--- config.mk ---
export PLATFORM = sky130hd
export DESIGN_NAME = mem_arbiter
export DESIGN_NICKNAME = d
export VERILOG_FILES = /design/src/rtl/mem_arbiter.sv
export SDC_FILE = /design/constraint.sdc
export NUM_CORES = 1
export LEC_CHECK = 0
export CELL_PAD_IN_SITES_DETAIL_PLACEMENT = 0
export CELL_PAD_IN_SITES_GLOBAL_PLACEMENT = 1
export CORE_ASPECT_RATIO = 0.75
export CORE_UTILIZATION = 31
export CTS_BUF_LIST = sky130_fd_sc_hd__clkbuf_8 sky130_fd_sc_hd__clkbuf_16
export CTS_CLUSTER_SIZE = 20
export DETAILED_ROUTE_END_ITERATION = 12
export HOLD_SLACK_MARGIN = 0.06
export PLACE_DENSITY_LB_ADDON = 0.25
export REMOVE_ABC_BUFFERS = 1
export SLEW_MARGIN = 40
export SYNTH_ARGS = -nofsm -noshare
export SYNTH_HDL_FRONTEND = slang
export SYNTH_SLANG_ARGS = --single-unit
export TNS_END_PERCENT = 30
--- constraint.sdc ---
create_clock -name clk -period 5.4 [get_ports clk]
set_clock_uncertainty 0.15 [all_clocks]
set_input_delay 1.35 -clock clk [delete_from_list [all_inputs] [get_ports clk]]
set_output_delay 1.35 -clock clk [all_outputs]
set_load 0.005 [all_outputs]
--- src/rtl/mem_arbiter.sv ---
// Arbitrates one single-outstanding memory port between instruction fetch and data access.
// Data wins every issue slot; redirects flag the in-flight fetch so its response is dropped.
module mem_arbiter #(
    parameter int XLEN = 32
) (
    input  logic            clk,
    input  logic            rst,
    input  logic            imem_valid,
    input  logic            imem_spec,
    input  logic            imem_fence,
    input  logic [1:0]      imem_mode,
    input  logic [XLEN-1:0] imem_addr,
    output logic            imem_ready,
    output logic [XLEN-1:0] imem_rdata,
    input  logic            dmem_valid,
    input  logic [1:0]      dmem_mode,
    input  logic [XLEN-1:0] dmem_addr,
    input  logic [XLEN-1:0] dmem_wdata,
    input  logic [3:0]      dmem_wstrb,
    output logic            dmem_ready,
    output logic [XLEN-1:0] dmem_rdata,
    output logic            mem_valid,
    output logic            mem_fence,
    output logic            mem_instr,
    output logic [1:0]      mem_mode,
    output logic [XLEN-1:0] mem_addr,
    output logic [XLEN-1:0] mem_wdata,
    output logic [3:0]      mem_wstrb,
    input  logic            mem_ready,
    input  logic [XLEN-1:0] mem_rdata
);

    typedef enum logic [1:0] {IDLE, IBUSY, DBUSY} state_t;

    state_t            state_q, state_d;
    logic              ipend_q, ipend_d, ifence_q, ifence_d;
    logic [1:0]        imode_q, imode_d;
    logic [XLEN-1:0]   iaddr_q, iaddr_d;
    logic              dpend_q, dpend_d;
    logic [1:0]        dmode_q, dmode_d;
    logic [XLEN-1:0]   daddr_q, daddr_d, dwdata_q, dwdata_d;
    logic [3:0]        dwstrb_q, dwstrb_d;
    logic              discard_q, discard_d;
    logic              slot, redirect;

    always_comb begin
        state_d    = state_q;
        ipend_d    = ipend_q;
        ifence_d   = ifence_q;
        imode_d    = imode_q;
        iaddr_d    = iaddr_q;
        dpend_d    = dpend_q;
        dmode_d    = dmode_q;
        daddr_d    = daddr_q;
        dwdata_d   = dwdata_q;
        dwstrb_d   = dwstrb_q;
        discard_d  = discard_q;
        imem_ready = 1'b0;
        imem_rdata = '0;
        dmem_ready = 1'b0;
        dmem_rdata = '0;
        mem_valid  = 1'b0;
        mem_fence  = 1'b0;
        mem_instr  = 1'b0;
        mem_mode   = '0;
        mem_addr   = '0;
        mem_wdata  = '0;
        mem_wstrb  = '0;
        slot       = (state_q == IDLE) || mem_ready;
        redirect   = imem_valid && imem_spec;

        // Everything is gated by rst so a reset cycle issues and completes nothing.
        if (rst) begin
            if (state_q == DBUSY && mem_ready) begin
                dmem_ready = 1'b1;
                dmem_rdata = mem_rdata;
            end
            if (state_q == IBUSY) begin
                if (mem_ready) begin
                    discard_d = 1'b0;
                    if (!discard_q && !redirect) begin
                        imem_ready = 1'b1;
                        imem_rdata = mem_rdata;
                    end
                end else if (redirect) begin
                    discard_d = 1'b1;
                end
            end
            if (slot) state_d = IDLE;

            // Capture first; an issue below in the same cycle clears the slot again.
            if (imem_valid) begin
                ipend_d  = 1'b1;
                iaddr_d  = imem_addr;
                imode_d  = imem_mode;
                ifence_d = imem_fence;
            end
            if (dmem_valid) begin
                dpend_d  = 1'b1;
                daddr_d  = dmem_addr;
                dmode_d  = dmem_mode;
                dwdata_d = dmem_wdata;
                dwstrb_d = dmem_wstrb;
            end

            if (slot && (dmem_valid || dpend_q)) begin
                mem_valid = 1'b1;
                mem_addr  = dmem_valid ? dmem_addr  : daddr_q;
                mem_mode  = dmem_valid ? dmem_mode  : dmode_q;
                mem_wdata = dmem_valid ? dmem_wdata : dwdata_q;
                mem_wstrb = dmem_valid ? dmem_wstrb : dwstrb_q;
                dpend_d   = 1'b0;
                state_d   = DBUSY;
            end else if (slot && (imem_valid || ipend_q)) begin
                mem_valid = 1'b1;
                mem_instr = 1'b1;
                mem_addr  = imem_valid ? imem_addr  : iaddr_q;
                mem_mode  = imem_valid ? imem_mode  : imode_q;
                mem_fence = imem_valid ? imem_fence : ifence_q;
                ipend_d   = 1'b0;
                state_d   = IBUSY;
            end
        end
    end

    always_ff @(posedge clk) begin
        if (!rst) begin
            state_q   <= IDLE;
            ipend_q   <= 1'b0;
            ifence_q  <= 1'b0;
            imode_q   <= '0;
            iaddr_q   <= '0;
            dpend_q   <= 1'b0;
            dmode_q   <= '0;
            daddr_q   <= '0;
            dwdata_q  <= '0;
            dwstrb_q  <= '0;
            discard_q <= 1'b0;
        end else begin
            state_q   <= state_d;
            ipend_q   <= ipend_d;
            ifence_q  <= ifence_d;
            imode_q   <= imode_d;
            iaddr_q   <= iaddr_d;
            dpend_q   <= dpend_d;
            dmode_q   <= dmode_d;
            daddr_q   <= daddr_d;
            dwdata_q  <= dwdata_d;
            dwstrb_q  <= dwstrb_d;
            discard_q <= discard_d;
        end
    end

endmodule

[After elaboration in Yosys (flattened, before gate mapping)]
Cells that the tools add are included.
Storage, ports and cells
  flip-flop bits (word level): 110
  bits of input ports: 143
  output and inout bits: 139
  logic and storage cells: 76
Operators by class
  equality and inequality tests: 2
  muxes and demuxes: 45
  bitwise logic cells: 1
  reductions and logical operators: 16
Operator list (number)
  32-bit 2-to-1 mux: 14
  1-bit 2-to-1 mux: 20
  2-bit 2-to-1 mux: 8
  4-bit 2-to-1 mux: 3
  1-bit logical AND: 5
  2-bit nonzero test: 2
  1-bit logical OR: 3
  3-bit nonzero test: 1
  2-bit by 1-bit equality test with 1-bit output, second input constant: 1
  2-bit equality test, second input constant: 1
  1-bit logical NOT: 2
  2-bit logical NOT: 1
  2-bit AND reduction: 1
  2-bit OR reduction: 1
  1-bit inverter: 1

[Depth between registers and ports, before layout]
Gate-level depths: netlist (run 1).
  word-level depth: 7
  mapped depth: 5
  depth with buffers taken out: 3

[Worst setup path after synthesis (run 1)]
OpenSTA, ideal clock, no wires.
  path kind: input-to-output
  start: in dmem_valid
  end: out mem_addr[10]
  data arrival time: 2.162 ns
  required time: 3.900 ns
  slack: 1.738 ns
  stages on the path: 5
  path buffers: 2
  cell sequence: buf_6 nor2_4 o211ai_4 buf_6 o32ai_2
Between the ends
  word-level cells in the longest chain between the ends: 4
  elaborated cells on any way between the ends: 5
  classes of those cells: mux: 3; reduce/logical: 2
Ends and longest elaborated chain
  start: declaration: RTL line 15  | input logic dmem_valid,
  1-bit logical OR: RTL line 106  | if (slot && (dmem_valid || dpend_q)) begin
  1-bit logical AND: RTL line 106
  32-bit 2-to-1 mux *: RTL line 106
  32-bit 2-to-1 mux *: RTL line 73  | if (rst) begin
  end: declaration: RTL line 26  | output logic [XLEN-1:0] mem_addr,
Mark *: on every way between the ends. The rest lies on a longest branch, timed or not.

[Worst setup path after layout (run 1)]
  start: in mem_ready
  end: out mem_addr[3]
Between the ends
  word-level cells in the longest chain between the ends: 5
  elaborated cells on any way between the ends: 6
  classes of those cells: mux: 3; reduce/logical: 3
Ends and longest elaborated chain
  start: declaration: RTL line 29  | input logic mem_ready,
  1-bit logical OR *: RTL line 69  | slot = (state_q == IDLE) || mem_ready;
  1-bit logical AND: RTL line 114  | end else if (slot && (imem_valid || ipend_q)) begin
  32-bit 2-to-1 mux: RTL line 114
  32-bit 2-to-1 mux *: RTL line 106
  32-bit 2-to-1 mux *: RTL line 73
Marks and branches as above.

==> qor.yml, run 1 <==
outcome: "complete, no violations"
setup_viol: 0
path_max_fanout: 20
routed_wl_mm: 16.7
cts_root_buf: "clkbuf_16"
drv_cap: 0
numPortBuffers: 281
p_sw_frac: 0.263
grt_pass1_vias: 4650
p_leak_nw: 3.57
htreeDepth: 3
netlist_top_cells_area: "dfxtp_1, mux2i_1, o32ai_2, and2_1, mux2_2"
setup_tns_ns: 0
final_max_slew_viol_count: 0
die-width_um: 155
dp_hpwl_mm: 12.4
avgViaCountPerCell: 4.54
grt_usage: 0.177
p_switching_w: 0.000506
synth-compound-area-share: 0.110
final-hold-violation-count: 0
cts_buffers: 9
ir_drop_mv: 0.161
core_area_um2: 17000
min_period_ns: 4.91
critPathBufInv: 3
gp_congestion: 0.721
powerDensity_nw_per_um2: 223
grt.overflow.total: 0
p_clk_frac: 0.324
fillers: 1590
io_pins: 282
crit_path_cell_trace: "clkdlybuf4s50_1, o21bai_4, o211ai_4, buf_4, o32ai_2, clkdlybuf4s50_1"
insertion_delay_ns: 0.34
r2r-end: "state_q[1]"
synth_area_per_cell_um2: 9.76
yosys.area_share.simple: 0.195
ant_nets: 0
first_iter_violations: 156
yosysTopAreaCellShare: 0.404
rsz0062_at_grt: "false"
drive_gt1_frac: 0.124
synth_cell_types: 31
synth_most_common_cell: "dfxtp_1"
arrival_ns: 3.41
worstPathRequired_ns: 3.90
fin_crit_sh: 0.908
diodes: 0
netlist_area_um2: 5460
cts_tree: "built"
start_kind: "input pin"
synthArstFlopShare: 0
ctsResizeCount: 0
slew_headroom: 0.568
yosys_warnings: 0
final_nets: 961
yosysTopAreaCell: "dfxtp_1"
drtPass1Iterations: 4
p_seq_frac: 0.453
worst_setup_path_end_kind: "output pin"
cts.clk_slew.worst_paths_ns: 0.07
ys_seq_area_frac: 0.404
power_frac_comb: 0.224
drc: 0
cts_setup_buffers: 0
r2r-start: "dpend_q"
std_cell_rows: 41
grt_max_degree: 96
synth_edf_count: 0
hold_buffers: 0
yosys_most_used_dff: "dfxtp_1"
die-area_um2: 18100
critical_path.top_delay_family: "buffers and inverters"
min_from: "dwdata_q[22]"
p_int_w: 0.00142
fmax_mhz: 204
holdPathEnd: "dwdata_q[22]"
cp_slowest_cell: "clkdlybuf4s50_1"
area_growth_pct: 58.3
via_count: 4794
critPathMostFrequentCell: "clkdlybuf4s50_1"
grt_pass1_wl_mm: 25.1
syn_inst: 559
synthAdderAreaFrac: 0
r2r.worst_path.cells: 3
setup.worst_path.class: "in2out"
worst_pin_slew_ns: 0.645
critPathMaxStageDelay_ns: 0.57
ys_seq_elements: 110
initial_utilization: 0.320
r2r_slack_ns: 3.81
wl_per_cell_um: 15.8
cts.sinks: 110
synthTopCellsByCount: "dfxtp_1, nor2_1, mux2i_1, and2_1, nor3_1"
clockBufferDepth: 2
fin_total_pwr_w: 0.00193
synthXorXnorAreaFrac: 0
synth_mux_area_frac: 0.200
hold_depth: 2
hold_class: "reg2reg"
synth_top_family_by_area: "multiplexers"
die_y_um: 117
antenna_found_initial: 1
## state kept, by name (all words and copies together), names as in the netlist
register and flops:
ipend_q 1, dwstrb_q 4, imode_q 2, dmode_q 2, ifence_q 1, state_q 2, iaddr_q 32, dpend_q 1
dwdata_q 32, daddr_q 32, discard_q 1
## cell type report
type                       instances  area (um^2)  share of cell area
timing repair buffer             296         2980               0.344
multi-input combinational        366         2760               0.320
sequential                       110         2200               0.255
tap                              236          295              0.0342
clock buffer                       9          225              0.0261
inverter                          35          134              0.0155
clock inverter                     5         46.3             0.00536
## power by group through the flow
| stage | Clock [W] | Combinational [W] | Sequential (W) |
|---|---|---|---|
| after floorplan | 0 | 0.000177 | 0.000887 |
| after global placement | 0 | 0.000426 | 0.000890 |
| after detailed placement | 0 | 0.000433 | 0.000892 |
| after CTS | 0.000657 | 0.000435 | 0.000873 |
| after global routing | 0.000685 | 0.000466 | 0.000877 |
| final | 0.000623 | 0.000431 | 0.000872 |
## layout by cell type, fill, tap and decap left out
cell type	netlist	layout
o211ai_4	1	1
or2b_1	1	1
clkinv_4	0	4
nor4_1	1	1
mux2_2	34	34
buf_4	6	11
mux2i_1	71	71
o32ai_2	28	28
inv_8	0	1
nor2_1	72	72
o21ai_4	0	1
and4_4	1	1
clkdlybuf4s50_1	0	278
nand3b_1	1	1
clkbuf_16	0	9
o32ai_1	6	6
inv_1	34	34
and4b_2	1	1
dfxtp_1	110	110
a21oi_1	4	4
inv_4	0	1
nor3_1	38	38
a211oi_1	2	2
nor2b_2	1	1
buf_2	11	2
nor2_4	1	1
a31oi_1	1	1
nand2_1	35	35
o21bai_4	1	1
nand2b_1	1	1
and2_1	64	64
buf_12	0	5
## worst register-to-register path, delay by kind of cell (launching register included)
family,cells,cell delay (ns)
AO/OA/AOI/OAI,2,0.65
buffers and inverters,1,0.29
flip-flops,1,0.37
## cell families after synthesis
group           after synthesis
compound gates               44
simple gates                217
mux                         105
buf+inv                      83
flops                       110
## through the flow
| stage | utilization | cells | instance area (um^2) | hold WS (ns) | setup slack (ns) |
|---|---|---|---|---|---|
| global placement | 0.491 | 1043 | 8370 | 0.316 | 0.548 |
| CTS | 0.507 | 1057 | 8640 | 0.344 | 0.509 |
| floorplan | - | 511 | 5090 | 0.305 | 0.511 |
| finish | 0.507 | 1057 | 8640 | 0.338 | 0.495 |
| global route | 0.507 | 1057 | 8640 | 0.367 | 0.387 |
| detailed placement | 0.491 | 1043 | 8370 | 0.325 | 0.519 |
## per-layer routing
metal / GRT usage / up-vias / part of all wire / wire length (um)
li1: - / 2400 / - / -
met5: 0 / - / 0 / 0
met3: 0.0464 / 11 / 0.054 / 905
met2: 0.300 / 117 / 0.49 / 8280
met4: 0.0464 / 0 / 0.0086 / 144
met1: 0.226 / 2266 / 0.44 / 7400
## worst max-delay path by stage
stage                from      endpoint  cells after the start
6_report        mem_ready   mem_addr[3]                      6
5_1_grt         mem_ready   mem_addr[1]                      6
4_1_cts         mem_ready   mem_addr[3]                      6
3_5_place_dp    mem_ready  mem_addr[31]                      6
3_3_place_gp    mem_ready  mem_addr[21]                      6
2_1_floorplan  dmem_valid   mem_addr[0]                      2
(Power assumes the default switching activity.)
==> inputs of run 2 (changes only) <==
--- a/config.mk
+++ b/config.mk
@@ -8,7 +8,7 @@
 export CELL_PAD_IN_SITES_DETAIL_PLACEMENT = 0
 export CELL_PAD_IN_SITES_GLOBAL_PLACEMENT = 1
 export CORE_ASPECT_RATIO = 0.75
-export CORE_UTILIZATION = 31
+export CORE_UTILIZATION = 26
 export CTS_BUF_LIST = sky130_fd_sc_hd__clkbuf_8 sky130_fd_sc_hd__clkbuf_16
 export CTS_CLUSTER_SIZE = 20
 export DETAILED_ROUTE_END_ITERATION = 12
==> constraint.sdc (replaced) <==
create_clock -name clk -period 4.3 [get_ports clk]
set_clock_uncertainty 0.15 [all_clocks]
set_input_delay 0.43 -clock clk [delete_from_list [all_inputs] [get_ports clk]]
set_output_delay 0.43 -clock clk [all_outputs]
set_load 0.005 [all_outputs]
==> qor.yml, run 2 (synthesized netlist as in run 1, its figures left out) <==
outcome: "complete, no violations"  # unchanged
powerDensity_nw_per_um2: 285  # was 223 nW/um^2
die_y_um: 127  # was 117 um
setup_tns_ns: 0  # unchanged
final_max_slew_viol_count: 0  # unchanged
grt.overflow.total: 0  # unchanged
critical_path.top_delay_family: "buffers and inverters"  # unchanged
clockBufferDepth: 2  # unchanged
cts_tree: "built"  # unchanged
arrival_ns: 2.72  # was 3.41 ns
grt_pass1_wl_mm: 26.2  # was 25.1 mm
cts_setup_buffers: 0  # unchanged
worst_setup_path_end_kind: "output pin"  # unchanged
std_cell_rows: 45  # was 41
most-common-layout-cells: "clkdlybuf4s50_1, dfxtp_1, nor2_1, mux2i_1, and2_1"  # unchanged
setup_viol: 0  # unchanged
crit_path_cell_trace: "clkdlybuf4s50_1, o21bai_4, o211ai_4, buf_4, o32ai_2, clkdlybuf4s50_1"  # unchanged
wl_per_cell_um: 15.7  # was 15.8 um
cts_root_buf: "clkbuf_16"  # unchanged
hold_slack_ns: 0.343  # was 0.338 ns
ir_drop_mv: 0.165  # was 0.161 mV
dp.cells: 1085  # was 1043
critPathMostFrequentCell: "clkdlybuf4s50_1"  # unchanged
cts.sinks: 110  # unchanged
cts.clk_slew.worst_paths_ns: 0.08  # was 0.07 ns
min_period_ns: 3.30
ctsResizeCount: 0  # unchanged
insertion_delay_ns: 0.34  # about the same
rsz0062_at_grt: "false"  # unchanged
path_max_fanout: 21  # was 20
worst_pin_slew_ns: 0.797  # was 0.645 ns
worstPathRequired_ns: 3.72  # was 3.90 ns
core_area_um2: 20400  # was 17000 um^2
setup.worst_path.class: "in2out"  # unchanged
htreeDepth: 3  # unchanged
area_growth_pct: 58.2  # was 58.3%
final_util: 0.424  # was 0.507
drc: 0  # unchanged
gp_congestion: 0.737  # was 0.721
top_regs: "daddr_q (32), dwdata_q (32), iaddr_q (32)"  # unchanged
critPathMaxStageDelay_ns: 0.58  # was 0.57 ns
routed_wl_mm: 17.3  # was 16.7 mm
p_leak_nw: 3.53  # was 3.57 nW
die-width_um: 169  # was 155 um
critPathBufInv: 3  # unchanged
grt_usage: 0.156  # was 0.177
hold_buffers: 0  # unchanged
final-hold-violation-count: 0  # unchanged
final_nets: 957  # was 961
drive_gt1_frac: 0.122  # was 0.124
mostFrequentLayoutCell: "clkdlybuf4s50_1"  # unchanged
fin_crit_sh: 0.768
stdcell_count: 1101  # was 1057
die-area_um2: 21600  # was 18100 um^2
fmax_mhz: 303
via_count: 4735  # was 4794
avgViaCountPerCell: 4.30  # was 4.54
ant_nets: 0  # unchanged
drtPass1Iterations: 4  # unchanged
grt_max_degree: 65  # was 96
numPortBuffers: 281  # unchanged
antenna_found_initial: 0  # was 1
start_kind: "input pin"  # unchanged
cts_buffers: 9  # unchanged
dp_hpwl_mm: 13.0  # was 12.4 mm
slew_headroom: 0.469  # was 0.568
initial_utilization: 0.268  # was 0.320
first_iter_violations: 195  # was 156
cp_slowest_cell: "clkdlybuf4s50_1"  # unchanged
grt_pass1_vias: 4770  # was 4650
diodes: 0  # unchanged
hold_class: "reg2reg"  # unchanged
io_pins: 282  # unchanged
placed_area_um2: 8330  # was 8370 um^2
drv_cap: 0  # unchanged
final_cell_area_um2: 8630  # was 8640 um^2
-- run 2: worst paths after layout --
kind | start | end | slack, ns | cells after the start
min | dwdata_q[31] | dwdata_q[31] | 0.34 | 2
max | mem_ready | mem_addr[12] | 1.0 | 6
min reg2reg | dwdata_q[31] | dwdata_q[31] | 0.34 | 2
max reg2reg | dpend_q | state_q[1] | 2.92 | 2
-- run 2: area by class of cell --
type                    count  area [um^2]
fillers                  2007        11700
repair buffers            292         2880
multi-input cells         366         2760
flip-flops and latches    110         2200
well taps                 282          353
clock buffers               9          225
inverters                  35          134
clock inverters             7         75.1
-- run 2: per-stage QoR --
| stage | setup slack [ns] | power (W) |
|---|---|---|
| finish | 0.997 | 0.00246 |
| global route | 0.857 | 0.00259 |
| CTS | 0.960 | 0.00251 |
| detailed placement | 0.978 | 0.00165 |
| global placement | 0.996 | 0.00164 |
| floorplan | 1.25 | 0.00134 |
-- run 2: routing by layer --
layer / wire length (um) / global-route usage
met1: 8010 / 0.206
met5: 0 / 0
met2: 8240 / 0.260
met3: 885 / 0.0384
met4: 125 / 0.0302
-- run 2: power by group --
part | total [W] | switching (W) | internal (W) | leakage (nW)
logic | 0.000527 | 0.000229 | 0.000298 | 2.48
registers | 0.00110 | 0.0000173 | 0.00108 | 0.908
clock network | 0.000839 | 0.000425 | 0.000413 | 0.144
total | 0.00246 | 0.000671 | 0.00179 | 3.53
-- run 2: tightest hold or removal path, delay by kind of cell, from the launching register on --
family | cells | cell delay, ns
flops | 1 | 0.31
simple gates | 1 | 0.08
mux | 1 | 0.07
==> inputs of run 3 (changes only) <==
--- a/config.mk
+++ b/config.mk
@@ -8,7 +8,7 @@
 export CELL_PAD_IN_SITES_DETAIL_PLACEMENT = 0
 export CELL_PAD_IN_SITES_GLOBAL_PLACEMENT = 1
 export CORE_ASPECT_RATIO = 0.75
-export CORE_UTILIZATION = 26
+export CORE_UTILIZATION = 29
 export CTS_BUF_LIST = sky130_fd_sc_hd__clkbuf_8 sky130_fd_sc_hd__clkbuf_16
 export CTS_CLUSTER_SIZE = 20
 export DETAILED_ROUTE_END_ITERATION = 12
==> constraint.sdc (replaced) <==
create_clock -name clk -period 3.1 [get_ports clk]
set_clock_uncertainty 0.15 [all_clocks]
set_input_delay 0.31 -clock clk [delete_from_list [all_inputs] [get_ports clk]]
set_output_delay 0.31 -clock clk [all_outputs]
set_load 0.005 [all_outputs]
==> qor.yml, run 3 (synthesized netlist as in run 1, its figures left out) <==
cts_setup_buffers: 0  # unchanged
crit_path_cell_trace: "clkdlybuf4s50_1, o21bai_4, o211ai_4, buf_12, o32ai_1, clkdlybuf4s50_1"  # was clkdlybuf4s50_1, o21bai_4, o211ai_4, buf_4, o32ai_2, clkdlybuf4s50_1
mostFrequentLayoutCell: "clkdlybuf4s50_1"  # unchanged
die-width_um: 160  # was 169 um
p_leak_nw: 3.58  # was 3.53 nW
hold_buffers: 0  # unchanged
via_count: 4762  # was 4735
grt.overflow.total: 0  # unchanged
fin_total_pwr_w: 0.00336  # was 0.00246 W
hold_depth: 3  # was 2
critical_path_cell_count: 6  # unchanged
critPathMostFrequentCell: "clkdlybuf4s50_1"  # unchanged
ctsResizeCount: 0  # unchanged
cts.sinks: 110  # unchanged
outcome: "complete, no violations"  # unchanged
grt_max_degree: 45  # was 65
first_iter_violations: 190  # was 195
final-hold-violation-count: 0  # unchanged
gp_congestion: 0.783  # was 0.737
cts.clk_slew.worst_paths_ns: 0.07  # was 0.08 ns
drive_gt1_frac: 0.124  # was 0.122
cts_root_buf: "clkbuf_16"  # unchanged
grt_pass1_vias: 4678  # was 4770
setup.worst_path.class: "in2out"  # unchanged
cp_slowest_cell: "clkdlybuf4s50_1"  # unchanged
top_regs: "daddr_q (32), dwdata_q (32), iaddr_q (32)"  # unchanged
start_kind: "input pin"  # unchanged
ant_nets: 0  # unchanged
htreeDepth: 3  # unchanged
worst_pin_slew_ns: 0.487  # was 0.797 ns
core_area_um2: 18500  # was 20400 um^2
rsz0062_at_grt: "false"  # unchanged
die-area_um2: 19400  # was 21600 um^2
drc: 0  # unchanged
io_pins: 282  # unchanged
arrival_ns: 2.42  # was 2.72 ns
insertion_delay_ns: 0.34  # about the same
worst_setup_path_end_kind: "output pin"  # unchanged
fmax_mhz: 347
final_max_slew_viol_count: 0  # unchanged
drtPass1Iterations: 4  # unchanged
std_cell_rows: 43  # was 45
avgViaCountPerCell: 4.45  # was 4.30
routed_wl_mm: 16.9  # was 17.3 mm
setup_tns_ns: 0  # unchanged
critical_path.top_delay_family: "buffers and inverters"  # unchanged
critPathMaxStageDelay_ns: 0.57  # was 0.58 ns
diodes: 0  # unchanged
grt_usage: 0.171  # was 0.156
die_y_um: 121  # was 127 um
final_nets: 960  # was 957
r2r.worst_path.cells: 4  # was 2
hold_class: "in2reg"  # was reg2reg
fin_crit_sh: 0.928
initial_utilization: 0.296  # was 0.268
antenna_found_initial: 1  # was 0
area_growth_pct: 59.0  # was 58.2%
dp.cells: 1053  # was 1085
most-common-layout-cells: "clkdlybuf4s50_1, dfxtp_1, nor2_1, mux2i_1, and2_1"  # unchanged
critPathBufInv: 3  # unchanged
numPortBuffers: 281  # unchanged
grt_pass1_wl_mm: 25.7  # was 26.2 mm
stdcell_count: 1069  # was 1101
setup_viol: 0  # unchanged
wl_per_cell_um: 15.8  # was 15.7 um
cts_buffers: 9  # unchanged
clockBufferDepth: 2  # unchanged
powerDensity_nw_per_um2: 388  # was 285 nW/um^2
path_max_fanout: 27  # was 21
slew_headroom: 0.676  # was 0.469
dp_hpwl_mm: 12.8  # was 13.0 mm
min_period_ns: 2.88
placed_area_um2: 8400  # was 8330 um^2
drv_cap: 0  # unchanged
final_cell_area_um2: 8670  # was 8630 um^2
cts_tree: "built"  # unchanged
worstPathRequired_ns: 2.64  # was 3.72 ns
ir_drop_mv: 0.248  # was 0.165 mV
run 3: cell types whose count changed in the layout (fill, tap and decap cells not counted):
cell,change
buf_12,+7
buf_4,-4
clkinv_2,+2
inv_8,-2
clkinv_8,-1
inv_1,+1
run 3: where the power goes:
part	total [W]	internal, W	switching (W)
clock network	0.00109	0.000549	0.000542
logic	0.000752	0.000432	0.000320
registers	0.00152	0.00150	0.0000236
total	0.00336	0.00248	0.000885
run 3: tightest hold or removal path: cells and delay by family:
family	cells	cell delay, ns
buffers and inverters	2	0.23
and+or+nand+nor	1	0.11
run 3: area by class of cell:
cell class	count	area, um^2
Clock inverter	7	50.0
Clock buffer	9	225
Tap cell	247	309
Fill cell	1755	9780
Timing Repair Buffer	295	2990
Multi-Input combinational cell	366	2760
Inverter	35	134
Sequential cell	110	2200
run 3: routing by layer:
layer  up-vias  wire, um  part of all wire  track usage
li1       2397         -                 -            -
met1      2226      7500              0.44        0.210
met2       120      7950              0.47        0.281
met3        17      1210             0.071       0.0597
met4         2       263             0.016       0.0488
met5         -        13           0.00077            0
run 3: through the flow:
step | setup WS (ns) | util | hold WS (ns)
finish | 0.222 | 0.470 | 0.196
global route | 0.122 | 0.470 | 0.210
CTS | 0.217 | 0.470 | 0.189
detailed placement | 0.230 | 0.455 | 0.326
global placement | 0.276 | 0.455 | 0.317
floorplan | 0.234 | - | 0.257
run 3: worst paths after layout:
check	startpoint	endpoint	slack, ns
max reg2reg	state_q[1]	state_q[1]	1.84
min	rst	daddr_q[0]	0.20
max	mem_ready	mem_addr[1]	0.22
min reg2reg	dwdata_q[10]	dwdata_q[10]	0.34
